[src/rtl/mc_ctrl_fsm_pkg.sv]
// Shared definitions for the multicycle RV32I control unit: ALU codes, opcodes,
// state encoding and the datapath mux select codes.
package mc_ctrl_fsm_pkg;

  // ALU operation codes, shared with the ALU
  localparam logic [5:0] ALU_ADD  = 6'd0;
  localparam logic [5:0] ALU_SUB  = 6'd1;
  localparam logic [5:0] ALU_SLL  = 6'd2;
  localparam logic [5:0] ALU_SLT  = 6'd3;
  localparam logic [5:0] ALU_SLTU = 6'd4;
  localparam logic [5:0] ALU_XOR  = 6'd5;
  localparam logic [5:0] ALU_SRL  = 6'd6;
  localparam logic [5:0] ALU_SRA  = 6'd7;
  localparam logic [5:0] ALU_OR   = 6'd8;
  localparam logic [5:0] ALU_AND  = 6'd9;
  localparam logic [5:0] ALU_EQ   = 6'd10;
  localparam logic [5:0] ALU_NE   = 6'd11;
  localparam logic [5:0] ALU_LT   = 6'd12;
  localparam logic [5:0] ALU_GE   = 6'd13;
  localparam logic [5:0] ALU_LTU  = 6'd14;
  localparam logic [5:0] ALU_GEU  = 6'd15;

  localparam logic [6:0] OPC_OP     = 7'b0110011;
  localparam logic [6:0] OPC_OPIMM  = 7'b0010011;
  localparam logic [6:0] OPC_LOAD   = 7'b0000011;
  localparam logic [6:0] OPC_STORE  = 7'b0100011;
  localparam logic [6:0] OPC_BRANCH = 7'b1100011;
  localparam logic [6:0] OPC_JAL    = 7'b1101111;
  localparam logic [6:0] OPC_JALR   = 7'b1100111;
  localparam logic [6:0] OPC_LUI    = 7'b0110111;
  localparam logic [6:0] OPC_AUIPC  = 7'b0010111;

  typedef enum logic [2:0] {
    ST_FETCH, ST_DECODE, ST_EXEC, ST_MEM, ST_WB, ST_TRAP
  } state_t;

  localparam logic [1:0] A_RS1   = 2'd0;
  localparam logic [1:0] A_PC    = 2'd1;
  localparam logic [1:0] A_OLDPC = 2'd2;
  localparam logic [1:0] A_ZERO  = 2'd3;

  localparam logic [1:0] B_RS2  = 2'd0;
  localparam logic [1:0] B_IMM  = 2'd1;
  localparam logic [1:0] B_FOUR = 2'd2;

  localparam logic [1:0] PC_ALU      = 2'd0;
  localparam logic [1:0] PC_TGT      = 2'd1;
  localparam logic [1:0] PC_ALU_LSB0 = 2'd2;

  localparam logic [1:0] WD_ALU = 2'd0;
  localparam logic [1:0] WD_MDR = 2'd1;
  localparam logic [1:0] WD_PC  = 2'd2;

  // Opcode-level legality; funct3 checks happen later in EXEC
  function automatic logic opc_known(input logic [6:0] opc);
    return opc inside {OPC_OP, OPC_OPIMM, OPC_LOAD, OPC_STORE, OPC_BRANCH,
                       OPC_JAL, OPC_JALR, OPC_LUI, OPC_AUIPC};
  endfunction

endpackage

[src/rtl/mc_ctrl_fsm_if.sv]
// Control/datapath bundle: instruction and status in, ALU/mux/strobe controls out.
interface mc_ctrl_fsm_if #(parameter int CNT_W = 32);
  logic [31:0]      instr;
  logic             cmp;
  logic             mem_ready;
  logic [5:0]       alu_s;
  logic [1:0]       a_sel;
  logic [1:0]       b_sel;
  logic             pc_we;
  logic [1:0]       pc_src;
  logic             ir_we;
  logic             mem_re;
  logic             mem_we;
  logic             addr_sel;
  logic             mdr_we;
  logic             rf_we;
  logic [1:0]       wd_sel;
  logic             illegal;
  logic [CNT_W-1:0] retired;

  modport master (
    input  instr, cmp, mem_ready,
    output alu_s, a_sel, b_sel, pc_we, pc_src, ir_we, mem_re, mem_we,
           addr_sel, mdr_we, rf_we, wd_sel, illegal, retired
  );

  modport slave (
    output instr, cmp, mem_ready,
    input  alu_s, a_sel, b_sel, pc_we, pc_src, ir_we, mem_re, mem_we,
           addr_sel, mdr_we, rf_we, wd_sel, illegal, retired
  );
endinterface

[src/rtl/mc_ctrl_fsm_alu_op_decoder.sv]
// Maps opcode/funct3/funct7[5] to an ALU operation; flags unsupported encodings.
module alu_op_decoder
  import mc_ctrl_fsm_pkg::*;
(
  input  logic [6:0] opcode,
  input  logic [2:0] funct3,
  input  logic       funct7_5,
  output logic [5:0] alu_s,
  output logic       legal
);

  always_comb begin
    alu_s = ALU_ADD;
    legal = 1'b1;
    case (opcode)
      OPC_OP, OPC_OPIMM: begin
        case (funct3)
          // the immediate form has no SUB; bit 30 there is just immediate data
          3'b000: alu_s = (opcode == OPC_OP && funct7_5) ? ALU_SUB : ALU_ADD;
          3'b001: alu_s = ALU_SLL;
          3'b010: alu_s = ALU_SLT;
          3'b011: alu_s = ALU_SLTU;
          3'b100: alu_s = ALU_XOR;
          3'b101: alu_s = funct7_5 ? ALU_SRA : ALU_SRL;
          3'b110: alu_s = ALU_OR;
          default: alu_s = ALU_AND;
        endcase
      end
      OPC_BRANCH: begin
        case (funct3)
          3'b000: alu_s = ALU_EQ;
          3'b001: alu_s = ALU_NE;
          3'b100: alu_s = ALU_LT;
          3'b101: alu_s = ALU_GE;
          3'b110: alu_s = ALU_LTU;
          3'b111: alu_s = ALU_GEU;
          default: legal = 1'b0;
        endcase
      end
      OPC_LOAD, OPC_STORE, OPC_JAL, OPC_JALR, OPC_LUI, OPC_AUIPC: ;
      default: legal = 1'b0;
    endcase
  end

endmodule

[src/rtl/mc_ctrl_fsm.sv]
// Multicycle RV32I control FSM: FETCH/DECODE/EXEC/MEM/WB with a sticky TRAP state
// and a retired-instruction counter.
module mc_ctrl_fsm
  import mc_ctrl_fsm_pkg::*;
#(
  parameter int CNT_W = 32
) (
  input  logic          clk,
  input  logic          reset,
  mc_ctrl_fsm_if.master bus
);

  state_t           state, nxt;
  logic [CNT_W-1:0] retired;
  logic             retire;
  logic [6:0]       opcode;
  logic [2:0]       funct3;
  logic [5:0]       dec_alu;
  logic             dec_legal;
  logic             is_load;
  logic             unused_instr;

  assign opcode       = bus.instr[6:0];
  assign funct3       = bus.instr[14:12];
  assign is_load      = (opcode == OPC_LOAD);
  assign unused_instr = ^{bus.instr[31], bus.instr[29:15], bus.instr[11:7]};

  alu_op_decoder u_dec (
    .opcode   (opcode),
    .funct3   (funct3),
    .funct7_5 (bus.instr[30]),
    .alu_s    (dec_alu),
    .legal    (dec_legal)
  );

  always_ff @(posedge clk) begin
    if (reset) begin
      state   <= ST_FETCH;
      retired <= '0;
    end else begin
      state <= nxt;
      if (retire) retired <= retired + 1'b1;
    end
  end

  always_comb begin
    nxt          = state;
    bus.alu_s    = ALU_ADD;
    bus.a_sel    = A_RS1;
    bus.b_sel    = B_RS2;
    bus.pc_we    = 1'b0;
    bus.pc_src   = PC_ALU;
    bus.ir_we    = 1'b0;
    bus.mem_re   = 1'b0;
    bus.mem_we   = 1'b0;
    bus.addr_sel = 1'b0;
    bus.mdr_we   = 1'b0;
    bus.rf_we    = 1'b0;
    bus.wd_sel   = WD_ALU;
    if (reset) begin
      nxt = ST_FETCH;
    end else begin
      case (state)
        ST_FETCH: begin
          bus.mem_re = 1'b1;
          if (bus.mem_ready) begin
            bus.ir_we = 1'b1;
            nxt       = ST_DECODE;
          end
        end
        ST_DECODE: begin
          // PC <= PC + 4 unconditionally, even for an instruction about to trap
          bus.a_sel = A_PC;
          bus.b_sel = B_FOUR;
          bus.pc_we = 1'b1;
          nxt       = opc_known(opcode) ? ST_EXEC : ST_TRAP;
        end
        ST_EXEC: begin
          nxt = ST_WB;
          case (opcode)
            OPC_OP:    bus.alu_s = dec_alu;
            OPC_OPIMM: begin
              bus.alu_s = dec_alu;
              bus.b_sel = B_IMM;
            end
            OPC_LOAD, OPC_STORE: begin
              bus.b_sel = B_IMM;
              nxt       = ST_MEM;
            end
            OPC_BRANCH: begin
              if (dec_legal) begin
                bus.alu_s  = dec_alu;
                bus.pc_we  = bus.cmp;
                bus.pc_src = PC_TGT;
                nxt        = ST_FETCH;
              end else begin
                nxt = ST_TRAP;
              end
            end
            OPC_JAL: begin
              bus.rf_we  = 1'b1;
              bus.wd_sel = WD_PC;
              bus.pc_we  = 1'b1;
              bus.pc_src = PC_TGT;
              nxt        = ST_FETCH;
            end
            OPC_JALR: begin
              // rd gets the already-incremented PC on the same edge PC is redirected
              bus.b_sel  = B_IMM;
              bus.pc_we  = 1'b1;
              bus.pc_src = PC_ALU_LSB0;
              bus.rf_we  = 1'b1;
              bus.wd_sel = WD_PC;
              nxt        = ST_FETCH;
            end
            OPC_LUI: begin
              bus.a_sel = A_ZERO;
              bus.b_sel = B_IMM;
            end
            OPC_AUIPC: begin
              bus.a_sel = A_OLDPC;
              bus.b_sel = B_IMM;
            end
            default: nxt = ST_TRAP;
          endcase
        end
        ST_MEM: begin
          bus.addr_sel = 1'b1;
          bus.mem_re   = is_load;
          bus.mem_we   = !is_load;
          if (bus.mem_ready) begin
            bus.mdr_we = is_load;
            nxt        = is_load ? ST_WB : ST_FETCH;
          end
        end
        ST_WB: begin
          bus.rf_we  = 1'b1;
          bus.wd_sel = is_load ? WD_MDR : WD_ALU;
          nxt        = ST_FETCH;
        end
        ST_TRAP: nxt = ST_TRAP;
        default: nxt = ST_FETCH;
      endcase
    end
    retire = !reset && (nxt == ST_FETCH) && (state inside {ST_EXEC, ST_MEM, ST_WB});
  end

  assign bus.illegal = (state == ST_TRAP);
  assign bus.retired = retired;

endmodule

[src/flat_wrapper.sv]
// flat-port wrapper written by rule: the top's interface ports become plain ports
module mc_ctrl_fsm_flat import mc_ctrl_fsm_pkg::*;
#(
  parameter int CNT_W = 32
)
  (clk, reset, bus_instr, bus_cmp, bus_mem_ready, bus_alu_s, bus_a_sel, bus_b_sel, bus_pc_we, bus_pc_src, bus_ir_we, bus_mem_re, bus_mem_we, bus_addr_sel, bus_mdr_we, bus_rf_we, bus_wd_sel, bus_illegal, bus_retired);
  mc_ctrl_fsm_if #(.CNT_W(CNT_W)) bus_i ();
  input  logic clk;
  input  logic reset;
  input wire logic [$bits(bus_i.instr)-1:0] bus_instr;
  input wire logic [$bits(bus_i.cmp)-1:0] bus_cmp;
  input wire logic [$bits(bus_i.mem_ready)-1:0] bus_mem_ready;
  output wire logic [$bits(bus_i.alu_s)-1:0] bus_alu_s;
  output wire logic [$bits(bus_i.a_sel)-1:0] bus_a_sel;
  output wire logic [$bits(bus_i.b_sel)-1:0] bus_b_sel;
  output wire logic [$bits(bus_i.pc_we)-1:0] bus_pc_we;
  output wire logic [$bits(bus_i.pc_src)-1:0] bus_pc_src;
  output wire logic [$bits(bus_i.ir_we)-1:0] bus_ir_we;
  output wire logic [$bits(bus_i.mem_re)-1:0] bus_mem_re;
  output wire logic [$bits(bus_i.mem_we)-1:0] bus_mem_we;
  output wire logic [$bits(bus_i.addr_sel)-1:0] bus_addr_sel;
  output wire logic [$bits(bus_i.mdr_we)-1:0] bus_mdr_we;
  output wire logic [$bits(bus_i.rf_we)-1:0] bus_rf_we;
  output wire logic [$bits(bus_i.wd_sel)-1:0] bus_wd_sel;
  output wire logic [$bits(bus_i.illegal)-1:0] bus_illegal;
  output wire logic [$bits(bus_i.retired)-1:0] bus_retired;
  assign bus_i.instr = bus_instr;
  assign bus_i.cmp = bus_cmp;
  assign bus_i.mem_ready = bus_mem_ready;
  assign bus_alu_s = bus_i.alu_s;
  assign bus_a_sel = bus_i.a_sel;
  assign bus_b_sel = bus_i.b_sel;
  assign bus_pc_we = bus_i.pc_we;
  assign bus_pc_src = bus_i.pc_src;
  assign bus_ir_we = bus_i.ir_we;
  assign bus_mem_re = bus_i.mem_re;
  assign bus_mem_we = bus_i.mem_we;
  assign bus_addr_sel = bus_i.addr_sel;
  assign bus_mdr_we = bus_i.mdr_we;
  assign bus_rf_we = bus_i.rf_we;
  assign bus_wd_sel = bus_i.wd_sel;
  assign bus_illegal = bus_i.illegal;
  assign bus_retired = bus_i.retired;
  mc_ctrl_fsm #(.CNT_W(CNT_W)) u_core (.clk(clk), .reset(reset), .bus(bus_i));
endmodule
[config.mk]
export PLATFORM = sky130hd
export DESIGN_NAME = mc_ctrl_fsm_flat
export DESIGN_NICKNAME = d
export VERILOG_FILES = /design/src/rtl/mc_ctrl_fsm_pkg.sv /design/src/rtl/mc_ctrl_fsm_if.sv /design/src/rtl/mc_ctrl_fsm_alu_op_decoder.sv /design/src/rtl/mc_ctrl_fsm.sv /design/src/flat_wrapper.sv
export SDC_FILE = /design/constraint.sdc
export NUM_CORES = 1
export LEC_CHECK = 0
export CAP_MARGIN = 20
export CORE_MARGIN = 10
export CORE_UTILIZATION = 40
export CTS_BUF_LIST = sky130_fd_sc_hd__clkbuf_4
export CTS_CLUSTER_SIZE = 24
export DETAILED_ROUTE_END_ITERATION = 6
export HOLD_SLACK_MARGIN = 0.03
export PLACE_DENSITY = 0.87
export SLEW_MARGIN = 10
export SYNTH_ARGS = -nofsm -noshare
export SYNTH_HDL_FRONTEND = slang
export SYNTH_SLANG_ARGS = --single-unit
[constraint.sdc]
create_clock -name clk -period 2.1 [get_ports clk]
set_input_delay 0.42 -clock clk [delete_from_list [all_inputs] [get_ports clk]]
set_output_delay 0.42 -clock clk [all_outputs]
set_load 0.02 [all_outputs]
* Word-level counts from Yosys, hierarchy flattened *
Index checks and enable logic that the tools add are counted.

word-level totals
  flip-flop bits (word level) = 35
  input port bits = 36
  word-level logic and storage cells = 93
  output and inout bits = 54

cells by class
  reductions and logical operators = 17
  add/subtract/negate cells = 1
  eq/ne operators = 21
  mux-type cells = 52

operators with widths
  cell                     number
  $add A32 B1 Y32 const B  1
  $pmux W4 S7              1
  $pmux W4 S6              1
  $eq A7 B6 Y1 const B     3
  $eq A7 B7 Y1 const B     3
  $mux W1                  21
  $eq A3 B3 Y1 const B     6
  $mux W3                  6
  $pmux W2 S2              4
  $pmux W3 S5              1
  $eq A7 B5 Y1 const B     2
  $eq A3 B2 Y1 const B     4
  $mux W2                  6
  $mux W6                  2
  $pmux W3 S4              1
  $pmux W6 S2              1
  $reduce_or A6 Y1         2
  $pmux W1 S2              5
  $logic_not A3 Y1         3
  $reduce_bool A9 Y1       1
  $mux W4                  2
  $reduce_or A8 Y1         1
  $eq A7 B2 Y1 const B     1
  $eq A3 B1 Y1 const B     2
  6 further kinds          11

* Depth between registers and ports, before layout *
  word-level depth = 11
  depth in mapped cells = 9
  depth with buffers taken out = 6

* Modules after synthesis *
Synthesis repeated with hierarchy kept, for this count alone.

unflattened totals
  cells, all modules = 323
  area total of the unflattened synthesis = 2492.4 sq um

modules (own cells, without submodules)
  module          cells each  times used  area an instance (sq um)
  mc_ctrl_fsm     286         1           2240.9
  alu_op_decoder  37          1           251.5

* Worst setup path before layout *
No wires, ideal clock.

  kind = input to register
  start = in reset
  end = reg u_core.retired[6] (netlist: u_core.bus.retired[6])
  buffers on the path = 3
  path slack = -492 ps
  stages on the path = 9
  setup time = 101 ps
  data required time = 1999 ps
  arrival = 2491 ps
  cell sequence = clkbuf_1 > nor4bb_1 > and4_4 > a21oi_1 > nand3_1 > buf_4 > buf_4 > o311ai_0 > o41ai_1

on the way
  longest elaborated chain between the ends = 4
  elaborated cells between the ends (all ways) = 5
  classes of those cells = mux: 1; reduce/logical: 4

ends and longest elaborated chain
  element                           line                text
  from (decl)                       flat_wrapper.sv:9   input logic reset;
  $mux W3                           mc_ctrl_fsm.sv:60   if (reset) begin
  $logic_not A3 Y1                  mc_ctrl_fsm.sv:145  retire = !reset && (nxt == ST_FETCH) && (state inside {ST_EXEC, ST_MEM, ST_WB});
  $logic_and A1 B1 Y1 (2 in a row)  mc_ctrl_fsm.sv:145
  to (signal assigned)              mc_ctrl_fsm.sv:42   if (retire) retired <= retired + 1'b1;
  to (decl)                         mc_ctrl_fsm.sv:14   logic [CNT_W-1:0] retired;

Several ways; a longest one is shown, not always the timed one.
A chain may end at the register's enable or synchronous reset.

* Final worst setup path *
  start = reg u_core.state[0]
  end = out bus_a_sel[0]

on the way
  longest elaborated chain between the ends = 3
  elaborated cells between the ends (all ways) = 4
  classes of those cells = eq/ne: 2; mux: 2

ends and longest elaborated chain
  element                                       line                text
  from (decl)                                   mc_ctrl_fsm.sv:13   state_t state, nxt;
  from (signal assigned)                        mc_ctrl_fsm.sv:41   state <= nxt;
  $eq A3 B2 Y1 or $eq A3 B1 Y1 (tied branches)  mc_ctrl_fsm.sv:63   case (state)
  $pmux W2 S2 (*)                               mc_ctrl_fsm.sv:63
  $mux W2 (*)                                   mc_ctrl_fsm.sv:60
  to (decl)                                     flat_wrapper.sv:14  output wire logic [$bits(bus_i.a_sel)-1:0] bus_a_sel;

Mark *: on every way between the ends. The rest lies on a longest branch, timed or not.

==> reports/qor.yml <==
hpwl_um: 6270
rows: 28
clk_latency_ns: 0.36
finalHoldViolCount: 0
wl_um: 10500
skew_ns: 0.0270
clock_sinks: 35
grt_pass1_vias: 3144
ys_ff_latch: 35
drt-pass1-iter-count: 5
final_cells: 529
port_buffers: 66
netlist_top_cells_area: "dfxtp_1 (29%), a21oi_1 (7.6%), o41ai_1 (6.1%)"
crit_buf_inv: 1
timing.hold.ws_ns: 0.524
grt_setup_unrepaired: "true"
cts_tree: "done"
start_util_pct: 41.4
critical_path.endpoint_type: "primary output"
ctsRootBufferMaster: "clkbuf_4"
synth_cell_types: 55
yosysWarningCount: 0
critPathMaxFanout: 3
fin_nets: 490
layout_common_cells: "buf_4 (81), clkdlybuf4s50_1 (35), dfxtp_1 (33)"
async_reset_ff_share_pct: 0
grt_pass1_wl_um: 15900
period_needed_ns: 2.32
p_per_area_mw_per_mm2: 361
startpoint_type: "flip-flop"
cts.clk_slew.worst_paths_ns: 0.14
status: "complete, but fails checks"
ir_worst_vdd_mv: 0.351
syn_inst: 314
reg2reg_depth: 8
clockBufferDepth: 2
r2r_slack_ns: -0.19
crit_start: "u_core.state[0]"
drt_iter0_markers: 311
reg2reg_from: "u_core.state[1]"
synthFlopType: "dfxtp_1"
synth-edff-count: 0
wl_per_cell_um: 19.8
ant_nets: 0
drc: 0
violations: "negative setup slack"
area_growth_pct: 77.3
vias_per_cell: 6.31
syn_avg_cell_area_um2: 7.81
coreArea_mm2: 0.00592
yosysTopAreaCellShare_pct: 28.6
holdBufCountCts: 0
die_h_um: 98.3
htreeDepth: 2
grt_max_degree: 35
finalSetupTns_ns: -4.04
fmax_ghz: 0.432
slowest_stage: "or4b_4"
globalplace.congestion: 0.874
crit_type: "reg2out"
hold_path_class: "reg2reg"
drive_gt1_share_pct: 43.6
critPathArrivalTime_ns: 1.90
n_fill_cell: 373
crit_end: "bus_a_sel[0]"
p_leak_nw: 1.60
yosys.area.top_type: "dfxtp_1"
finalCritPeriodShare_pct: 110
setup_viol: 42
die-area_mm2: 0.00966
max_stage_delay_ns: 0.50
timing.rr.end: "u_core.bus.retired[5]"
fp.dieW_um: 98.3
cts_inserted_buffers: 5
crit_required_ns: 1.68
ys_seq_area_share_pct: 28.6
overflow: 0
grt_usage_pct: 18.9
place_inst: 498
synth_area_mm2: 0.00245
max_cap_viol_count: 0
crit_path_cell_trace: "or4b_4 -> nor3_4 -> nand2_2 -> nor2_4 -> a21o_1 -> buf_6"
antenna_found_initial: 0
slew_viol_final: 0
cp_top_family: "simple AND/OR/NAND/NOR gates"
final_common_cell: "buf_4"
fin_ws_ns: -0.217
vias: 3338
boundaryPins: 90
worstSetupPathDepth: 6
n_antenna_cell: 0
-- final cells by class --
class | count | area [µm²] | area share [%]
timing repair buffer | 156 | 1440 | 33.1
clock inverter | 3 | 42.5 | 0.979
inverter | 14 | 52.6 | 1.21
sequential | 35 | 703 | 16.2
multi-input combinational | 241 | 1980 | 45.5
tap | 75 | 93.8 | 2.16
clock buffer | 5 | 37.5 | 0.864
-- cell families (layout without fill, tap and decap cells) --
group,after synthesis,after routing,synth area share (%)
buf+inv,39,178,8.22
simple gates,139,139,34.3
other cells,1,2,0.153
flops,35,35,28.6
mux,2,2,0.868
compound gates,97,97,27.4
fa+ha+maj,1,1,0.510
-- worst min-delay path by stage --
stage	from	end	slack, ns	cells after the start
2_1_floorplan	u_core.bus.retired[15]	u_core.bus.retired[15]	0.55	2
3_3_place_gp	u_core.bus.retired[19]	u_core.bus.retired[19]	0.47	2
3_5_place_dp	u_core.bus.retired[19]	u_core.bus.retired[19]	0.49	2
4_1_cts	u_core.bus.retired[19]	u_core.bus.retired[19]	0.51	2
5_1_grt	u_core.bus.retired[19]	u_core.bus.retired[19]	0.54	2
6_report	u_core.bus.retired[18]	u_core.bus.retired[18]	0.52	2
-- stage by stage --
stage | area, µm² | utilization [%] | worst slack (ns) | total power [W]
CTS | 4070 | 68.7 | -0.216 | 0.00152
global route | 4350 | 73.4 | -0.304 | 0.00162
floorplan | 2520 | - | -0.0894 | 0.000831
finish | 4350 | 73.4 | -0.217 | 0.00157
global placement | 3680 | 62.2 | -0.874 | 0.000966
detailed placement | 3680 | 62.2 | -0.924 | 0.000973
-- worst min-delay path: cells and delay by family (launching register included) --
| kind | cells | cell delay, ns |
|---|---|---|
| flip-flops | 1 | 0.38 |
| AO/OA/AOI/OAI | 2 | 0.11 |
-- routing by layer --
| layer | wire [µm] | global-route usage (%) | vias to the layer above |
|---|---|---|---|
| li1 | - | - | 1495 |
| met5 | 0 | 0 | - |
| met4 | 311 | 5.95 | 0 |
| met3 | 885 | 4.09 | 37 |
| met2 | 5290 | 32.4 | 230 |
| met1 | 4010 | 22.8 | 1576 |
-- synth_stat cells, drive strengths merged (2+ instances only) --
cell and number:
nand4b 5, a21oi 38, or2 4, buf 18, inv 14, or3 2
and4 4, o311ai 5, a31o 5, and3 7, a31oi 3, a311o 2
o211ai 2, nand4 11, nand3 13, a22oi 2, or4 7, dfxtp 35
o21ai 9, o31ai 7, clkbuf 7, nor2b 4, o22ai 2, nor3b 2
nand3b 3, nor4b 2, o41ai 17, nor2 17, nand4bb 7, nand2 25
and2 5, nor4 3, nor3 10, nor4bb 2, nand2b 3
-- what timing repair did --
action                                  4_1_cts  5_1_grt
setup buffers                                12        9
resized for setup                           156       65
endpoints found under the setup margin       52       51
cloned                                        2        0
pin swaps                                    27       18
-- report_power, final --
group | switching, W | internal [W] | total [W]
clock | 0.000265 | 0.000251 | 0.000516
sequential | 0.00000361 | 0.000669 | 0.000672
combinational | 0.000201 | 0.000180 | 0.000381
total | 0.000469 | 0.00110 | 0.00157
-- state kept, by name, indices dropped and copies added, names as in the netlist --
register and flops:
u_core.state 3, u_core.bus.retired 32
No activity file was read; power rests on OpenSTA's default activity.
